**src/rtl/e203_exu_fpu_fmis_wbck.sv**
```systemverilog
// Writeback buffer between the FPU misc move stage and the writeback arbiter.
// In-order FIFO with wrap-bit pointers; outputs come straight from storage registers.
module e203_exu_fpu_fmis_wbck #(
  parameter int DEPTH  = 2,
  parameter int ITAG_W = 2
) (
  input  logic                     clk,
  input  logic                     rst_n,
  input  logic                     fmis_wbck_i_valid,
  output logic                     fmis_wbck_i_ready,
  input  logic [31:0]              fmis_wbck_i_wdat,
  input  logic [4:0]               fmis_wbck_i_rdidx,
  input  logic                     fmis_wbck_i_rdfpu,
  input  logic [ITAG_W-1:0]        fmis_wbck_i_itag,
  output logic                     fmis_wbck_o_valid,
  input  logic                     fmis_wbck_o_ready,
  output logic [31:0]              fmis_wbck_o_wdat,
  output logic [4:0]               fmis_wbck_o_rdidx,
  output logic                     fmis_wbck_o_rdfpu,
  output logic [ITAG_W-1:0]        fmis_wbck_o_itag,
  input  logic                     fmis_wbck_flush,
  output logic [$clog2(DEPTH):0]   fmis_wbck_cnt,
  output logic                     fmis_wbck_empty
);

  localparam int PW = $clog2(DEPTH);
  localparam int EW = 32 + 5 + 1 + ITAG_W;

  logic [DEPTH-1:0][EW-1:0] mem;
  logic [PW:0]              wptr;
  logic [PW:0]              rptr;
  logic                     full;
  logic                     empty;
  logic                     push;
  logic                     pop;

  always_comb begin
    empty = (wptr == rptr);
    full  = (wptr[PW-1:0] == rptr[PW-1:0]) && (wptr[PW] != rptr[PW]);
    // Ready ignores o_ready so a full buffer never chains pop into push.
    fmis_wbck_i_ready = !full && !fmis_wbck_flush;
    fmis_wbck_o_valid = !empty;
    push = fmis_wbck_i_valid && fmis_wbck_i_ready;
    pop  = fmis_wbck_o_valid && fmis_wbck_o_ready;
    {fmis_wbck_o_wdat, fmis_wbck_o_rdidx, fmis_wbck_o_rdfpu, fmis_wbck_o_itag} = mem[rptr[PW-1:0]];
    fmis_wbck_cnt   = wptr - rptr;
    fmis_wbck_empty = empty;
  end

  always_ff @(posedge clk or negedge rst_n) begin
    if (!rst_n) begin
      wptr <= '0;
      rptr <= '0;
      mem  <= '0;
    end else if (fmis_wbck_flush) begin
      wptr <= '0;
      rptr <= '0;
    end else begin
      if (push) begin
        mem[wptr[PW-1:0]] <= {fmis_wbck_i_wdat, fmis_wbck_i_rdidx, fmis_wbck_i_rdfpu, fmis_wbck_i_itag};
        wptr <= wptr + (PW+1)'(1);
      end
      if (pop) begin
        rptr <= rptr + (PW+1)'(1);
      end
    end
  end

endmodule
```
**config.mk**
```make
export PLATFORM = sky130hd
export DESIGN_NAME = e203_exu_fpu_fmis_wbck
export DESIGN_NICKNAME = d
export VERILOG_FILES = /design/src/rtl/e203_exu_fpu_fmis_wbck.sv
export SDC_FILE = /design/constraint.sdc
export NUM_CORES = 1
export LEC_CHECK = 0
export BUFFER_PORTS_ARGS = -buffer_cell sky130_fd_sc_hd__buf_2
export CAP_MARGIN = 30
export CORE_AREA = 2 2 86 88
export DETAILED_ROUTE_END_ITERATION = 8
export DIE_AREA = 0 0 88 90
export GPL_TIMING_DRIVEN = 1
export PLACE_DENSITY = 0.84
export SYNTH_ARGS = -nofsm -noshare
export SYNTH_HDL_FRONTEND = slang
export SYNTH_SLANG_ARGS = --single-unit
```
**constraint.sdc**
```tcl
create_clock -name clk -period 2.98 [get_ports clk]
set_input_delay 0.596 -clock clk [delete_from_list [all_inputs] [get_ports clk]]
set_output_delay 0.596 -clock clk [all_outputs]
set_load 0.005 [all_outputs]
```
==> impl_results.md <==
- Ant. Diodes: 0
- IO Pins: 90
- Die H: 90 um
- HPWL Detailed: 5.04 mm
- Syn. warnings: 0
- Initial antenna violation count: 0
- Routed WL per cell: 16.4 um
- CTS buffer count: 9
- Clk sinks: 84
- Clock Latency Late Sink: 0.34 ns
- First-pass GRT wire length: 11.7 mm
- Final nets: 390
- Yosys cell types: 25
- FF-to-FF path depth: 4
- Vias: 2327
- FF-to-FF End: mem[62]
- Root Buffer: clkbuf_8
- Critical path fanouts, max: 25
- Fmax: 0.387 GHz
- GRT Util Overall: 19.1%
- RSZ-0062 raised after global routing: no
- Setup Buffers After CTS: 0
- CTS H-tree lvls: 3
- Pre-antenna DRT Iters: 4
- Maxcap violations: 0
- Total wire length: 7.34 mm
- Min-delay worst type: in -> async
- CP peak stage delay: 0.70 ns
- Clk slew on worst S/H paths: 0.08 ns
- Maximum vdd ir drop: 493 uV
- Top delay family on crit path: flip-flops
- Drt via density: 5.19
- Post-Route Setup TNS: 0 ns
- Pin count of the biggest net entering global routing: 56
- CP endpoint kind: output pin
- Synth Instances: 253
- Final Core Density: 66.7%
- Cts hold-fix bufs: 0
- CP Launch Type: flip-flop
- Power per cell area: 1040 nW/um^2
- Final period util: 86.7%
- Yosys reg bits: 84
- Critical path type: reg -> out
- GP Congestion: 0.779
- Worst relative slew slack: 54.8%
- IO Port Bufs: 89
- R2r setup slk: 0.65 ns
- Share of cells above drive strength 1: 66.5%
- Skew final: 0.00778 ns
- Crit path cell chain: buf_4, mux2_2, buf_2
- Syn_area_per_cell: 15.7 sq um
- Status: finished clean
- DR iter-0 viols: 82
- Post-route insts no fill: 448
- Post-cts resize count: 0
- Clock tree from TritonCTS: yes
- DRC: 0
- Period minus WS final: 2.58 ns
- Starting density of the core: 56.6%
- Leakage: 2.18 nW
- Worst Path Required: 2.38 ns
- P&R area growth vs syn: 17.7%
- Syn Nets: 299
- Cell Rows: 31
- Synth Cell Area: 3980 sq um
- CP max-delay cell: dfrtp_2
- Sum of buffers and inverters on the critical path: 2
- CTS Buffer Depth: 2
- CP Data Arrival Time: 1.99 ns
- Finish-stage setup viols: 0
- Die area: 7920 sq um
- GRT overflow: 0
- Least-Margin Pin Slew: 0.678 ns
- Final ANT Viol Nets: 0
- Hold Vio Cnt, Final: 0
- Core Area: 7020 sq um
- Placed Instances: 432
- FF-to-FF Start: rptr[0]
- Sequential share of the synthesized area: 52.9%
- Fin. max-slew vios: 0
- Die W: 88 um
- Vias in the first global route: 2397
cell usage after synthesis, drive strengths merged:
master | instances | area (sq um)
mux2 | 120 | 1510
dfrtp | 84 | 2100
buf | 12 | 108
and2b | 2 | 15.0
a211o | 2 | 17.5
o311ai | 2 | 17.5
nand3 | 2 | 10.0
inv | 3 | 11.3
xnor2 | 2 | 17.5
and3b | 1 | 8.76
a21boi | 1 | 11.3
mux2i | 1 | 10.0
a21oi | 3 | 15.0
o21ai | 1 | 5.00
nor2 | 3 | 11.3
ha | 1 | 12.5
a211oi | 1 | 20.0
clkbuf | 3 | 11.3
nor3b | 2 | 15.0
nor4b | 1 | 8.76
nand2 | 5 | 18.8
xor2 | 1 | 16.3
where the power goes:
group	switching [mW]	leakage (nW)	internal, mW	total [mW]
logic	0.721	1.09	1.31	2.04
registers	0.333	1.00	1.71	2.04
clock network	0.385	0.0866	0.387	0.772
layout make-up:
class | count | area (sq um)
Clock inverter | 4 | 50.0
Fill cell | 521 | 2340
Inverter | 3 | 11.3
Tap cell | 99 | 124
Sequential cell | 84 | 2100
Timing Repair Buffer | 95 | 505
Multi-Input combinational cell | 151 | 1750
Clock buffer | 12 | 135
flip-flops by register name, indices dropped and copies added (netlist names):
signal / cells
mem: 80
rptr: 2
wptr: 2
layout by cell type (no fill, tap or decap), drive strengths merged, types with 2 or more instances in the layout:
cell,instances
mux2,120
clkbuf,12
clkinvlp,2
and2b,2
xnor2,2
nand2,5
dfrtp,84
a21oi,3
buf,95
nor2,3
nand3,2
a211o,2
nor3b,2
inv,3
o311ai,2
routing by layer:
metal | wire (um) | up-vias | share of wire (%) | track usage, %
met3 | 442 | 10 | 6.0 | 4.68
met2 | 3520 | 66 | 48 | 29.1
met5 | 0 | - | 0 | 0
met1 | 3250 | 1170 | 44 | 25.7
li1 | - | 1081 | - | -
met4 | 128 | 0 | 1.7 | 8.46
per-stage QoR:
step | setup WS (ns) | total power [mW] | hold WS [ns] | cell area (sq um)
final | 0.395 | 4.85 | 0.280 | 4680
after global routing | 0.316 | 5.16 | 0.327 | 4680
after CTS | 0.346 | 4.91 | 0.296 | 4680
after detailed placement | 0.671 | 4.11 | 0.490 | 4490
after global placement | 0.712 | 4.02 | 0.484 | 4490
after floorplan | 1.09 | 3.42 | 0.300 | 3980
logic make-up (layout without fill, tap and decap cells):
| logic type | Yosys count | after routing | share of synthesized area, % |
|---|---|---|---|
| compound gates | 10 | 10 | 2.17 |
| xor+xnor | 3 | 3 | 0.850 |
| fa+ha+maj | 1 | 1 | 0.315 |
| buf+inv | 18 | 114 | 3.27 |
| flops | 84 | 84 | 52.9 |
| mux | 121 | 121 | 38.3 |
| simple gates | 16 | 16 | 2.20 |
how the worst max path moves through the flow:
stage / startpoint / endpoint / slack, ns / cells past startpoint
final: rptr[0] / fmis_wbck_o_wdat[22] / 0.40 / 3
after CTS: rptr[0] / fmis_wbck_o_wdat[22] / 0.35 / 3
after detailed placement: rptr[0] / mem[62] / 0.67 / 4
after global routing: rptr[0] / fmis_wbck_o_wdat[6] / 0.32 / 3
after floorplan: rptr[0] / fmis_wbck_o_itag[0] / 1.09 / 3
after global placement: rptr[0] / mem[78] / 0.71 / 4
Note: power is estimated with default switching activity, not from simulation.
